--- src/rtl/mem_access_unit.sv ---
// MAR/MDR register pair plus the memory req/ack sequencer for the LC-3 datapath.
// One access per MIOEN assertion; a stalled memory is abandoned after TIMEOUT cycles.
module mem_access_unit #(
   parameter int DATA_W  = 16,
   parameter int TIMEOUT = 15
) (
   input  logic              clk,
   input  logic              rst_n,
   input  logic [DATA_W-1:0] Bus,
   input  logic              ldMAR,
   input  logic              ldMDR,
   input  logic              MIOEN,
   input  logic              RW,
   output logic [DATA_W-1:0] MDROut,
   output logic [DATA_W-1:0] MAROut,
   output logic [DATA_W-1:0] memAddr,
   output logic [DATA_W-1:0] memWData,
   input  logic [DATA_W-1:0] memRData,
   output logic              memReq,
   output logic              memWe,
   input  logic              memAck,
   output logic              R,
   output logic              err,
   input  logic              errClr
);

   typedef enum logic [2:0] {IDLE, READ, WRITE, DONE, HOLD} state_t;

   localparam logic [7:0] TIMEOUT_LAST = 8'(TIMEOUT - 1);

   state_t              state_q;
   logic [DATA_W-1:0]   mar_q;
   logic [DATA_W-1:0]   mdr_q;
   logic [7:0]          cnt_q;
   logic                req_q;
   logic                we_q;
   logic                r_q;
   logic                err_q;
   logic                busy;
   logic                expire;

   assign busy   = (state_q == READ) || (state_q == WRITE);
   // An ack in the final allowed cycle still completes the access cleanly.
   assign expire = busy && !memAck && (cnt_q == TIMEOUT_LAST);

   always_ff @(posedge clk or negedge rst_n) begin
      if (!rst_n) begin
         state_q <= IDLE;
         mar_q   <= '0;
         mdr_q   <= '0;
         cnt_q   <= '0;
         req_q   <= 1'b0;
         we_q    <= 1'b0;
         r_q     <= 1'b0;
         err_q   <= 1'b0;
      end else begin
         r_q <= 1'b0;
         if (ldMAR && !busy)
            mar_q <= Bus;
         if (ldMDR && !MIOEN && (state_q != READ))
            mdr_q <= Bus;
         if (errClr)
            err_q <= 1'b0;
         if (expire)
            err_q <= 1'b1;

         case (state_q)
            IDLE: begin
               if (MIOEN) begin
                  state_q <= RW ? WRITE : READ;
                  req_q   <= 1'b1;
                  we_q    <= RW;
                  cnt_q   <= '0;
               end
            end
            READ, WRITE: begin
               if (memAck || expire) begin
                  if (memAck && (state_q == READ))
                     mdr_q <= memRData;
                  state_q <= DONE;
                  req_q   <= 1'b0;
                  we_q    <= 1'b0;
                  r_q     <= 1'b1;
               end else begin
                  cnt_q <= cnt_q + 8'd1;
               end
            end
            DONE: state_q <= MIOEN ? HOLD : IDLE;
            HOLD: begin
               if (!MIOEN)
                  state_q <= IDLE;
            end
            default: state_q <= IDLE;
         endcase
      end
   end

   assign MAROut   = mar_q;
   assign memAddr  = mar_q;
   assign MDROut   = mdr_q;
   assign memWData = mdr_q;
   assign memReq   = req_q;
   assign memWe    = we_q;
   assign R        = r_q;
   assign err      = err_q;

endmodule

--- config.mk ---
export PLATFORM = sky130hd
export DESIGN_NAME = mem_access_unit
export DESIGN_NICKNAME = d
export VERILOG_FILES = /design/src/rtl/mem_access_unit.sv
export SDC_FILE = /design/constraint.sdc
export NUM_CORES = 1
export LEC_CHECK = 0
export CORE_UTILIZATION = 45
export CTS_BUF_LIST = sky130_fd_sc_hd__clkbuf_8
export DETAILED_ROUTE_END_ITERATION = 7
export GPL_TIMING_DRIVEN = 0
export HOLD_SLACK_MARGIN = 0.15
export PLACE_DENSITY_LB_ADDON = 0.05
export SKIP_LAST_GASP = 1
export SYNTH_ARGS = -nofsm -noshare
export SYNTH_HDL_FRONTEND = slang
export SYNTH_SLANG_ARGS = --single-unit
export TNS_END_PERCENT = 50
--- constraint.sdc ---
create_clock -name clk -period 3.94 [get_ports clk]
set_clock_uncertainty 0.2 [all_clocks]
set_input_delay 0.591 -clock clk [delete_from_list [all_inputs] [get_ports clk]]
set_output_delay 0.591 -clock clk [all_outputs]
set_load 0.02 [all_outputs]
# Word-level counts from Yosys, hierarchy flattened
# Cells that the tools add are included.
# word_totals
register_bits,47
in_bits,40
word_cells,59
output_inout_bits,68
# op_classes
n_reduce_logical,18
muxes,22
n_eq_ne,10
n_addsub,1
# ops
op,n
16-bit two-way mux,4
8-bit two-way mux,2
8-bit one-hot mux with 2 select lines,1
3-bit two-way mux,4
3-bit one-hot mux with 4 select lines,1
3-bit AND reduction,3
8-bit by 1-bit adder with 8-bit output (second input constant),1
8-bit by 4-bit == test with 1-bit output (second input constant),1
2-bit inequality test (second input constant),4
1-bit two-way mux,7
3-bit by 2-bit == test with 1-bit output (second input constant),2
1-bit logical AND,6
1-bit one-hot mux with 2 select lines,2
2-bit nonzero test,2
3-bit by 1-bit == test with 1-bit output (second input constant),1
3-bit == test (second input constant),1
1-bit zero test,3
3-bit zero test,1
3-bit by 1-bit inequality test with 1-bit output (second input constant),1
1-bit logical OR,2
2-bit two-way mux,1
2-bit OR reduction,1

# Depth between registers and ports, before layout
# logic_depth
depth_word,7
depth_mapped,7
ltp_nobuf,6

# Worst setup path before layout
# OpenSTA, ideal clock, no wires.
# synth_path
kind,in2reg
from,in memAck
to,reg cnt_q[4]
required_ns,3.657
path_slack_ns,1.985
arrival_time_ns,1.672
n_path_buf,0
path_stages,4
setup_ns,0.083
cell_sequence,and4bb_1 a21o_1 or4_4 o22ai_1
# synth_via
elab_chain_len,6
# synth_rtl
element,line_no,text
from (decl),21,"input logic memAck,"
1-bit zero test,44,assign expire = busy && !memAck && (cnt_q == TIMEOUT_LAST);
1-bit logical AND (2 in series),44,
1-bit logical OR (*),77,if (memAck || expire) begin
2-bit inequality test (no source line) (*),n/a,
3-bit AND reduction (no source line) (*),n/a,
to (signal assigned),85,cnt_q <= cnt_q + 8'd1;
to (decl),34,logic [7:0] cnt_q;
# Mark *: on every way between the ends. The rest lies on a longest branch, timed or not.
# A chain may end at the register's enable or synchronous reset.

# Worst setup path after layout
# layout_path
from,in MIOEN
to,"reg mdr_q[3], in the netlist MDROut[3]"
# layout_via
elab_chain_len,7
# layout_rtl
element,line_no,text
from (decl),12,"input logic MIOEN,"
1-bit zero test (*),n/a,
1-bit logical AND (*) (2 in series),60,if (ldMDR && !MIOEN && (state_q != READ))
16-bit two-way mux (*),60,
16-bit two-way mux,78,if (memAck && (state_q == READ))
16-bit two-way mux,77,
16-bit two-way mux (*),67,case (state_q)
to (signal assigned),61,mdr_q <= Bus;
to (signal assigned),79,mdr_q <= memRData;
to (decl),33,logic [DATA_W-1:0] mdr_q;
# Marks and branches as above.

==> impl_results.md <==
- Placed wire-length estimate: 4370 um
- Fin. max-slew vios: 0
- Yosys warns: 0
- Post-layout min period: 2350 ps
- Maximum clock rate: 425 MHz
- Diodes inserted: 0
- RePlAce Congestion: 0.782
- Post-synth EDFFs: 0
- Footprint of the multi-input gates: 931 um^2
- Max clock buf depth: 2
- Root buffer cell: clkbuf_8
- Post-synth net total: 271
- Vias in the first global route: 1790
- Width of the die: 75.5 um
- Initial antenna violation count: 0
- Largest net degree at the start of global routing: 40
- CTS tree: done
- Layout cells sized above 1: 0.199
- First-pass GRT wire length: 8630 um
- CTS buffer count: 5
- CP Max Fanout: 10
- Hold WC Path Type: flip-flop to flip-flop
- PortBufs: 107
- CTS resizes: 0
- Number of remaining DRC errors: 0
- CP startpoint kind: input port
- Max-Cap Viols: 0
- Cells after Synth: 229
- Layout area overhead: 52.5%
- FF+latch area: 0.00118 mm^2
- Ys flop type: dfrtp_1
- Number of distinct library cells after synthesis: 41
- Core region area: 0.00514 mm^2
- VDD IR-drop max: 0.000559 V
- Worst slack, placed: 1250 ps
- Final #Nets: 387
- Pwr/cell area: 862 mW/mm^2
- Num Clock Sinks: 47
- Crit. End Element: flip-flop
- Layout fillers: 444
- #FFs+latches synth: 47
- Full die area: 0.00570 mm^2
- DR vias/cell: 4.82
- Final worst setup slack: 1590 ps
- FP Rows: 26
- RSZ-0062 raised after global routing: no
- Syn_area_per_cell: 10.6 um^2
- Register area share after synthesis: 0.484
- Dpl cells: 407
- Total power: 3.20 mW
- Met2 WL: 2750 um
- Uppermost layer routed: met4
- Finished Layout Cells: 416
- 1st-iter DRT viols: 56
- ANT nets after route: 0
- Via count: 2006
- Total Neg Setup Slack: 0 ps
- CP required: 3910 ps
- Worst-path clk slew: 90 ps
- GRT Util Overall: 0.206
- Worst Setup Path Type: input port to flip-flop
- # IOs: 108
- Final worst-path cycle share: 0.597
- Mapped cell area: 0.00243 mm^2
- Worst Max-Slew Pin Slew: 965 ps
- Status: finished, final reports clean
- Pleak: 1.55 nW
- Async S/R FF share, synth: 1.00
- Wl on met1: 2420 um
- Height of the die: 75.5 um
- Met3 WL: 338 um
- WP data arrival: 2320 ps
- H-tree levels: 2
- Initial core utilization: 0.473
- Max transition margin: 0.351
- Wirelength per Cell: 13.4 um
- Fin. Hold Viols: 0
- Grt ovf: 0
- Skew-Pair Late Insertion Delay: 310 ps
- Overall routed net length: 5590 um
- Setup-failing EPs final: 0
- Drt first pass iters: 4
logic make-up (layout without fill, tap and decap cells):
group,count (synthesis),count (layout),share of synthesized area
flops,47,47,0.484
mux,34,34,0.148
compound gates,40,40,0.0947
buf+inv,48,165,0.133
xor+xnor,1,1,0.00669
fa+ha+maj,2,2,0.0103
simple gates,57,57,0.123
synth_stat cells (3+ instances only):
master	instances	area share
dfrtp_1	47	0.48
buf_4	34	0.10
nand2_1	25	0.039
o21ai_0	22	0.045
mux2i_1	18	0.074
mux2_2	16	0.074
inv_1	7	0.011
nand3_1	5	0.010
nor2_1	5	0.0077
a21oi_1	4	0.0082
clkbuf_1	4	0.0062
o22ai_1	3	0.0077
routing by layer:
metal / track usage / vias to the layer above
li1: - / 997
met1: 0.258 / 943
met2: 0.349 / 60
met3: 0.0463 / 6
met4: 0.0802 / 0
met5: 0 / -
state kept, by name (all words and copies together), names as in the netlist:
register  cells
state_q       3
MAROut       16
R             1
err           1
cnt_q         8
MDROut       16
memWe         1
memReq        1
what timing repair did:
item                                   in CTS  in global routing
endpoints found under the hold margin       8                  0
hold buffers                                1                  0
setup endpoints to repair                   0                  0
buffers inserted                            0                  0
final timing paths:
kind / endpoint / cells past startpoint / slack (ps) / startpoint
setup reg to reg: cnt_q[7] / 6 / 1800 / cnt_q[0]
hold / removal: memWe / 2 / 330 / memWe
hold reg to reg: memWe / 2 / 330 / memWe
setup / recovery: MDROut[3] / 6 / 1590 / MIOEN
max in group asynchronous: state_q[1] / 3 / 2610 / rst_n
min in group asynchronous: MDROut[5] / 2 / 460 / rst_n
layout make-up:
class                      instances  share of cell area
clock inverter                     3             0.00641
multi-input combinational        134               0.251
sequential                        47               0.317
tap                               70              0.0236
clock buffer                       5              0.0186
buffer                            41              0.0803
timing repair buffer             109               0.296
inverter                           7             0.00709
per-stage QoR:
step | hold WS (ps) | instance area [um^2] | util
after floorplan | 95.4 | 2430 | -
after global placement | 303 | 3590 | 0.698
after global routing | 363 | 3710 | 0.721
final | 328 | 3710 | 0.721
after detailed placement | 265 | 3600 | 0.701
after CTS | 331 | 3710 | 0.721
worst max-delay path: stages:
cell and delay [ps]:
clkdlybuf4s50_1 500, nand2b_1 200, a21oi_2 410, buf_4 320
mux2i_1 210, o21ai_0 90
power by group:
group	switching [mW]	total (mW)	internal [mW]
Sequential	0.165	0.860	0.695
Clock	0.171	0.298	0.127
Combinational	0.943	2.04	1.10
Total	1.28	3.20	1.92
cells in the final DEF, fill, tap and decap left out, drive strengths merged, types with 2 or more instances in the layout:
| cell | n |
|---|---|
| a21oi | 5 |
| and2 | 2 |
| buf | 39 |
| clkbuf | 9 |
| clkdlybuf4s50 | 106 |
| clkinvlp | 2 |
| dfrtp | 47 |
| ha | 2 |
| inv | 8 |
| mux2 | 16 |
| mux2i | 18 |
| nand2 | 25 |
| nand2b | 2 |
| nand3 | 5 |
| nand3b | 2 |
| nor2 | 5 |
| nor3 | 2 |
| o21a | 2 |
| o21ai | 24 |
| o22ai | 3 |
| o311ai | 2 |
| or2 | 3 |
| or4 | 2 |
No activity file was read; power rests on OpenSTA's default activity.
